[src/rtl/rd_fifo_ctrl_pkg.sv]
// rd_fifo_ctrl_pkg: shared definitions for the read-FIFO fill controller.
//   state_e    - controller state encoding
//   BEAT_BYTES - bytes carried by one 128-bit read beat
package rd_fifo_ctrl_pkg;

  typedef enum logic [2:0] {
    IDLE,
    RST_FIFO,
    CHECK,
    REQ,
    DRAIN
  } state_e;

  localparam int unsigned BEAT_BYTES = 16;

endpackage

[src/rtl/rd_fifo_fill_ctrl.sv]
// rd_fifo_fill_ctrl: issues burst read commands that fill a FIFO with one
// frame of 128-bit beats, never requesting more data than the FIFO can hold.
//
// Ports:
//   clk, rst_n                 - clock, synchronous active-low reset
//   frame_start                - one-cycle frame request (restarts if busy)
//   cmd_valid/cmd_ready        - read command handshake
//   cmd_addr, cmd_len          - burst byte address, beats minus one
//   beat_valid                 - read data beat arriving
//   fifo_wr_en                 - FIFO write enable (mirrors beat_valid)
//   fifo_wr_water_level        - FIFO write-side fill level
//   fifo_wr_full               - FIFO full flag
//   fifo_rst                   - active-high FIFO reset
//   busy, frame_done           - frame in progress, completion pulse
//   err_overflow               - sticky overflow flag (RD_FIFO_FILL_CTRL_ERR_EN only)
//
// Optional feature: define RD_FIFO_FILL_CTRL_ERR_EN to add err_overflow.
module rd_fifo_fill_ctrl
  import rd_fifo_ctrl_pkg::*;
#(
  parameter int unsigned ADDR_W      = 28,
  parameter int unsigned DEPTH_W     = 10,
  parameter int unsigned BURST_LEN   = 16,
  parameter int unsigned FRAME_BEATS = 230400,
  parameter int unsigned BASE_ADDR   = 0,
  parameter int unsigned RST_CYCLES  = 8
) (
  input  logic              clk,
  input  logic              rst_n,
  input  logic              frame_start,
  output logic              cmd_valid,
  input  logic              cmd_ready,
  output logic [ADDR_W-1:0] cmd_addr,
  output logic [7:0]        cmd_len,
  input  logic              beat_valid,
  output logic              fifo_wr_en,
  input  logic [DEPTH_W:0]  fifo_wr_water_level,
  input  logic              fifo_wr_full,
  output logic              fifo_rst,
  output logic              busy,
`ifdef RD_FIFO_FILL_CTRL_ERR_EN
  output logic              err_overflow,
`endif
  output logic              frame_done
);

  localparam int unsigned REM_W = $clog2(FRAME_BEATS + 1);
  localparam int unsigned LEN_W = $clog2(BURST_LEN + 1);
  localparam int unsigned CNT_W = $clog2(RST_CYCLES + 1);
  localparam int unsigned OUT_W = DEPTH_W + 1;
  localparam int unsigned SUM_W = DEPTH_W + LEN_W + 2;
  localparam int unsigned CAP   = 2 ** DEPTH_W;

  state_e             r_state;
  state_e             w_next;
  logic [ADDR_W-1:0]  r_addr;
  logic [REM_W-1:0]   r_remaining;
  logic [OUT_W-1:0]   r_outstanding;
  logic [LEN_W-1:0]   r_len;
  logic [CNT_W-1:0]   r_rst_cnt;
  logic               r_pending;

  logic [LEN_W-1:0]   w_len;
  logic [SUM_W-1:0]   w_need;
  logic               w_fits;
  logic               w_hs;
  logic               w_pend;
  logic               w_load;
  logic               w_take;
  logic               w_frame_done;
  logic [REM_W-1:0]   w_rem_after;
  logic               w_dec;

  always_comb begin
    w_len = LEN_W'(r_remaining);
    if (32'(r_remaining) >= BURST_LEN) w_len = LEN_W'(BURST_LEN);
  end

  // Space check counts beats already in the FIFO plus beats still in flight.
  assign w_need      = SUM_W'(fifo_wr_water_level) + SUM_W'(r_outstanding) + SUM_W'(w_len);
  assign w_fits      = (w_need <= SUM_W'(CAP));
  assign w_hs        = (r_state == REQ) && cmd_ready;
  // A frame_start arriving this cycle counts as pending immediately so no
  // further command can slip out on the same edge.
  assign w_pend      = r_pending | frame_start;
  assign w_rem_after = r_remaining - REM_W'(r_len);
  // A beat decrements outstanding; a stray beat with nothing in flight is
  // ignored unless a burst is accepted on the same edge.
  assign w_dec       = beat_valid && ((r_outstanding != '0) || w_hs);

  always_comb begin
    w_next       = r_state;
    w_load       = 1'b0;
    w_take       = 1'b0;
    w_frame_done = 1'b0;
    case (r_state)
      IDLE: begin
        if (frame_start) begin
          w_next = RST_FIFO;
          w_load = 1'b1;
        end
      end
      RST_FIFO: begin
        if (r_rst_cnt == CNT_W'(RST_CYCLES - 1)) w_next = CHECK;
      end
      CHECK: begin
        if (w_pend || (r_remaining == '0)) begin
          w_next = DRAIN;
        end else if (w_fits) begin
          w_next = REQ;
          w_take = 1'b1;
        end
      end
      REQ: begin
        if (cmd_ready) begin
          if ((w_rem_after == '0) || w_pend) w_next = DRAIN;
          else                               w_next = CHECK;
        end
      end
      DRAIN: begin
        if (r_outstanding == '0) begin
          if (w_pend) begin
            w_next = RST_FIFO;
            w_load = 1'b1;
          end else begin
            w_next       = IDLE;
            w_frame_done = 1'b1;
          end
        end
      end
      default: w_next = IDLE;
    endcase
  end

  always_ff @(posedge clk) begin
    if (!rst_n) begin
      r_state       <= IDLE;
      r_addr        <= '0;
      r_remaining   <= '0;
      r_outstanding <= '0;
      r_len         <= '0;
      r_rst_cnt     <= '0;
      r_pending     <= 1'b0;
    end else begin
      r_state       <= w_next;
      r_outstanding <= r_outstanding + (w_hs ? OUT_W'(r_len) : '0) - (w_dec ? OUT_W'(1) : '0);
      if (w_load) begin
        r_addr      <= ADDR_W'(BASE_ADDR);
        r_remaining <= REM_W'(FRAME_BEATS);
        r_rst_cnt   <= '0;
        r_pending   <= 1'b0;
      end else begin
        if (frame_start && (r_state != IDLE)) r_pending <= 1'b1;
        if (r_state == RST_FIFO) r_rst_cnt <= r_rst_cnt + CNT_W'(1);
        if (w_take) r_len <= w_len;
        if (w_hs) begin
          r_remaining <= w_rem_after;
          r_addr      <= r_addr + ADDR_W'(32'(r_len) * BEAT_BYTES);
        end
      end
    end
  end

`ifdef RD_FIFO_FILL_CTRL_ERR_EN
  logic r_err;
  always_ff @(posedge clk) begin
    if (!rst_n)                                                    r_err <= 1'b0;
    else if (beat_valid && (fifo_wr_full || (r_outstanding == '0))) r_err <= 1'b1;
  end
  assign err_overflow = r_err;
`else
  logic w_unused_full;
  assign w_unused_full = fifo_wr_full;
`endif

  assign cmd_valid  = (r_state == REQ);
  assign cmd_addr   = r_addr;
  assign cmd_len    = (r_state == REQ) ? 8'(r_len - LEN_W'(1)) : '0;
  assign fifo_wr_en = beat_valid;
  assign fifo_rst   = (r_state == RST_FIFO);
  assign busy       = (r_state != IDLE);
  assign frame_done = w_frame_done;

endmodule

[config.mk]
export PLATFORM = sky130hd
export DESIGN_NAME = rd_fifo_fill_ctrl
export DESIGN_NICKNAME = d
export VERILOG_FILES = /design/src/rtl/rd_fifo_ctrl_pkg.sv /design/src/rtl/rd_fifo_fill_ctrl.sv
export SDC_FILE = /design/constraint.sdc
export NUM_CORES = 1
export LEC_CHECK = 0
export BUFFER_PORTS_ARGS = -buffer_cell sky130_fd_sc_hd__buf_2
export CAP_MARGIN = 10
export CELL_PAD_IN_SITES_DETAIL_PLACEMENT = 0
export CELL_PAD_IN_SITES_GLOBAL_PLACEMENT = 1
export CORE_MARGIN = 2
export CORE_UTILIZATION = 44
export DETAILED_ROUTE_END_ITERATION = 8
export GPL_TIMING_DRIVEN = 0
export PLACE_DENSITY_LB_ADDON = 0.05
export RECOVER_POWER = 100
export SYNTH_ARGS = -nofsm -noshare
export SYNTH_HDL_FRONTEND = slang
export SYNTH_SLANG_ARGS = --single-unit
[constraint.sdc]
create_clock -name clk -period 6.3 [get_ports clk]
set_clock_uncertainty 0.05 [all_clocks]
set_input_delay 0.63 -clock clk [delete_from_list [all_inputs] [get_ports clk]]
set_output_delay 0.63 -clock clk [all_outputs]
set_load 0.005 [all_outputs]
[Word-level counts from Yosys, hierarchy flattened]
Index checks and enable logic that the tools add are counted.
Cells by class
  bitwise gates (word level): 3
  $add $sub $neg: 8
  equality and inequality tests: 10
  muxes and demuxes: 25
  reduce and logical (&&, ||, !) cells: 16
  magnitude comparators: 2
Operators by type and width (count)
  $logic_not A18 Y1: 2
  $mux W18: 2
  $add A28 B9 Y28: 1
  $mux W3: 7
  $ge A18 B5 Y1 const B: 1
  $sub A18 B5 Y18: 1
  $pmux W3 S5: 1
  $add A12 B5 Y13: 1
  $le A13 B11 Y1 const B: 1
  $add A11 B11 Y12: 1
  $add A11 B5 Y11: 1
  $logic_not A11 Y1: 1
  $mux W1: 11
  $reduce_bool A11 Y1: 1
  $sub A11 B1 Y11: 1
  $mux W5: 2
  $mux W8: 1
  $eq A3 B2 Y1 const B: 2
  $sub A5 B1 Y6 const B: 1
  $reduce_and A5 Y1: 1
  $add A4 B1 Y4 const B: 1
  $eq A4 B3 Y1 const B: 1
  $ne A2 B1 Y1 const B: 2
  $ne A2 B2 Y1 const B: 2
  13 further kinds: 18
Word-level totals
  input bits: 17
  word-level logic and storage cells: 72
  register bits: 70
  output and inout port bits: 41

[Longest topological paths before layout]
  depth after elaboration: 8
  depth in mapped cells: 18
  mapped depth without buffers: 16

[Worst setup path after synthesis]
Ideal clock, no wire load.
  path type: reg-to-reg
  from: register r_remaining[11]
  to: register r_len[0]
  stages on the path, launching flop included: 17
  buffers on the path: 0
  setup slack: 1.749 ns
  arrival time: 4.429 ns
  setup time: 0.072 ns
  cells stage by stage: dfxtp_1 > or4_1 > nor3_1 > and4_1 > inv_1 > nor2_1 > fa_1 > ha_1 > inv_1 > fa_1 > nor2b_4 > o21a_1 > or4_4 > a2111oi_4 > nand4_2 > a211oi_4 > mux2i_1
On the way
  longest elaborated chain between the ends: 8
  elaborated cells between the ends (all ways): 10
RTL lines
  start, declared: RTL line rd_fifo_fill_ctrl.sv:57  | logic [REM_W-1:0] r_remaining;
  start signal, assigned: RTL line rd_fifo_fill_ctrl.sv:149  | r_remaining <= REM_W'(FRAME_BEATS);
  start signal, assigned: RTL line rd_fifo_fill_ctrl.sv:157  | r_remaining <= w_rem_after;
  $ge A18 B5 Y1: RTL line rd_fifo_fill_ctrl.sv:76  | if (32'(r_remaining) >= BURST_LEN) w_len = LEN_W'(BURST_LEN);
  $mux W5: RTL line rd_fifo_fill_ctrl.sv:76
  named net w_len[4]: RTL line rd_fifo_fill_ctrl.sv:63  | logic [LEN_W-1:0] w_len;
  $add A12 B5 Y13: RTL line rd_fifo_fill_ctrl.sv:80  | assign w_need = SUM_W'(fifo_wr_water_level) + SUM_W'(r_outstanding) + SUM_W'(w_len);
  $le A13 B11 Y1: RTL line rd_fifo_fill_ctrl.sv:81  | assign w_fits = (w_need <= SUM_W'(CAP));
  $mux W1: RTL line rd_fifo_fill_ctrl.sv:109  | end else if (w_fits) begin
  $mux W1: RTL line rd_fifo_fill_ctrl.sv:107  | if (w_pend || (r_remaining == '0)) begin
  $mux W1: RTL line rd_fifo_fill_ctrl.sv:96  | case (r_state)
  $reduce_and A2 Y1 (no source line)
  end signal, assigned: RTL line rd_fifo_fill_ctrl.sv:155  | if (w_take) r_len <= w_len;
  end, declared: RTL line rd_fifo_fill_ctrl.sv:59  | logic [LEN_W-1:0] r_len;
The timed path passes the listed nets, and every way through them passes these cells.
A chain may end at the register's enable or synchronous reset.

[Worst setup path after layout]
  from: register r_remaining[11]
  to: register r_len[2]
The elaborated chain is that of the path after synthesis.

==> run_results.csv <==
group,metric,value,unit
status,status,"completed",
yosys,avgSynthCellArea,8.061,µm²
drt,first_pass_iters,4,
sta,setup_viol,0,
yosys,synth_area_leaders,"dfxtp_1, ha_1, xnor2_1",
drt,routed_wirelength,12.11,mm
yosys,ys_types,63,
sta,rsz0062_at_grt,"no",
yosys,yosys.area_share.xor_xnor,7.919,%
worst_setup_path,start_kind,"flop",
clocking,clock-root-buffer,"clkbuf_8",
die,io_pins,58,
worst_setup_path,critPathArrivalTime,5.78,ns
sta,hold_ws,0.4341,ns
clocking,numCtsBuffers,9,
pwr,p_int,1.067,mW
drt,drc,0,
clocking,post_cts_buffers,0,
global_route,grt_use_total,22.53,%
drt,drtAntennaViolNets,0,
global_route,grt_max_degree,14,
clocking,clock_latency,0.36,ns
drt,dr.first_iter.drc_count,204,
clocking,path_clk_slew,0.08,ns
global_route,grt_pass1_vias,4039,
die,rows,37,
worst_setup_path,critPathKind,"reg2reg",
worst_setup_path,cp-end-kind,"flop",
die,die_area,0.01166,mm²
sta,fmax,0.1799,GHz
pwr,switching_share,42.69,%
yosys,ys_seq_area_share,27.78,%
yosys,ys_seq_elements,66,
final_layout,drive_above_1_share,9.531,%
sta,slew_violations,0,
sta,relSlewSlack,13.23,%
sta,period_minus_slack,5.558,ns
placement,portBuffers,52,
sta,period_share,88.23,%
yosys,async_flop_share,0,%
worst_setup_path,crit_fanout,7,
worst_setup_path,r2r_slack,0.74,ns
final_layout,antenna_cells,0,
yosys,synth-edff-count,0,
job,maxCapViolations,0,
clocking,postCtsHoldBufs,0,
final_layout,nets,727,
die,start_util,45.66,%
yosys,ys.flop_type,"dfxtp_1",
clocking,clock-sinks,66,
yosys,synth_cells,590,
pwr,pwr-share-clk,20.0,%
global_route,grt_pass1_wl,20.71,mm
yosys,yosys_warnings,0,
yosys,yosys-mux-area-fraction,1.263,%
pwr,seq_power_share,27.9,%
yosys,yosysTopAreaCellShare,27.78,%
sta,finalHoldViolations,0,
pwr,comb_power_share,52.1,%
die,die_h,108.0,µm
worst_setup_path,critPathRequiredTime,6.52,ns
clocking,h-tree-depth,3,
yosys,yosys.area_share.simple,23.97,%
global_route,antenna_found_initial,0,
placement,dp_hpwl,9.407,mm
die,core_area,0.01042,mm²
yosys,syn-cell-area,0.004756,mm²
worst_hold_path,min_path_type,"reg2reg",
drt,via_per_inst,5.325,
yosys,synth_top_area_cell,"dfxtp_1",
drt,wl_per_cell,15.19,µm
die,fp.dieW,108.0,µm
sta,fin_tns_setup,0,ns
final_layout,area_delta_synth_final,12.47,%
yosys,synth_top_family_by_area,"simple AND/OR/NAND/NOR gates",
clocking,clockBufferDepth,2,
pwr,power.density,348.2,mW/mm²
placement,globalplace.congestion,0.8709,
yosys,synth_compound_gate_area_share,16.39,%
final_layout,fill_cells,1088,
clocking,tritoncts,"built",
yosys,synth_adder_area_share,15.63,%
clocking,cts_resized,0,
sta,tightestPinTransition,1.299,ns
pwr,peakVddDrop,0.0001396,V
final_layout,utilization,51.35,%
global_route,grt-ovfl-total,0,
drt,dr_total_vias,4244,
pwr,leakage,2.188,nW
pwr,p_sw,0.7952,mW
## sequential cells by signal, summed over array words and instances, names as in the netlist
register	flops
r_state	3
cmd_addr	24
r_pending	1
r_outstanding	11
r_len	5
r_rst_cnt	4
r_remaining	18
## power by group through the flow
stage	Combinational, mW	Sequential, mW	Clock (mW)
6_report	0.970	0.520	0.373
5_1_grt	1.11	0.528	0.402
4_1_cts	0.987	0.520	0.385
3_5_place_dp	0.981	0.529	0
3_3_place_gp	0.960	0.529	0
2_1_floorplan	0.776	0.514	0
## path summary, 6_finish.rpt
path                                       from           to  cells past startpoint
worst min register to register      cmd_addr[4]  cmd_addr[4]                      2
worst min-delay path                cmd_addr[4]  cmd_addr[4]                      2
worst max register to register  r_remaining[11]     r_len[2]                     16
worst max-delay path            r_remaining[11]     r_len[2]                     16
## per-layer routing
| metal | track usage [%] | wire length [µm] |
|---|---|---|
| met1 | 34.24 | 6562 |
| met2 | 32.79 | 4974 |
| met3 | 4.280 | 392 |
| met4 | 5.220 | 177 |
| met5 | 0 | 0 |
## cell usage in the layout, fill, tap and decap left out, types with 4 or more instances in the layout
master | Yosys | final
a211oi_1 | 4 | 4
a21o_1 | 7 | 7
a21oi_1 | 35 | 35
and2_0 | 0 | 5
and2_1 | 11 | 6
and3_1 | 6 | 6
buf_2 | 1 | 32
buf_4 | 7 | 5
clkbuf_1 | 16 | 37
clkbuf_8 | 0 | 9
conb_1 | 1 | 4
dfxtp_1 | 66 | 66
fa_1 | 9 | 9
ha_1 | 45 | 45
inv_1 | 56 | 56
mux2i_1 | 6 | 6
nand2_1 | 53 | 53
nand3_1 | 15 | 15
nand4_1 | 6 | 7
nor2_1 | 59 | 59
nor2b_1 | 10 | 10
nor3_1 | 24 | 24
nor4_1 | 8 | 9
o21a_1 | 6 | 6
o21ai_0 | 27 | 27
or3_1 | 8 | 8
xnor2_1 | 31 | 31
xor2_1 | 12 | 12
## cell type report
class / count / area, µm² / share of cell area [%]
buffer: 25 / 121.4 / 2.269
tap: 136 / 170.2 / 3.181
sequential: 66 / 1321 / 24.70
timing repair buffer: 52 / 235.2 / 4.398
clock inverter: 7 / 76.32 / 1.427
multi-input combinational: 446 / 3090 / 57.78
clock buffer: 9 / 123.9 / 2.316
inverter: 56 / 210.2 / 3.930
## kinds of logic (layout without fill, tap and decap cells)
kind of cell,count (synthesis),after routing
simple gates,225,225
compound gates,114,114
buf+inv,81,149
flops,66,66
fa+ha+maj,54,54
xor+xnor,43,43
mux,6,6
other cells,1,4
## cell usage after synthesis (12+ instances only)
master and n:
nand3_1 15, inv_1 56, ha_1 45, xnor2_1 31, nand2_1 53, a21oi_1 35, dfxtp_1 66, xor2_1 12
nor3_1 24, clkbuf_1 16, o21ai_0 27, nor2_1 59
## stage by stage
stage	cells	instance area, µm²	setup slack (ns)	total power, mW
finish	797	5349	0.7415	1.863
detailed placement	781	5197	0.9974	1.511
CTS	797	5398	0.9370	1.892
floorplan	593	4767	1.749	1.290
global placement	781	5197	1.033	1.489
global route	797	5349	0.3951	2.038
## worst max-delay path, stage by stage (launching register included)
cell and delay (ns):
dfxtp_1 0.39, or4_1 0.62, nor3_1 0.38, and4_1 0.35, inv_1 0.13, nor2_1 0.25
fa_1 0.47, ha_1 0.22, inv_1 0.07, fa_1 0.25, nor2b_4 0.06, o21a_1 0.18
or4_1 0.52, a2111oi_4 0.36, nand4_1 0.22, a211oi_2 0.72, mux2i_1 0.24
No activity file was read; power rests on OpenSTA's default activity.
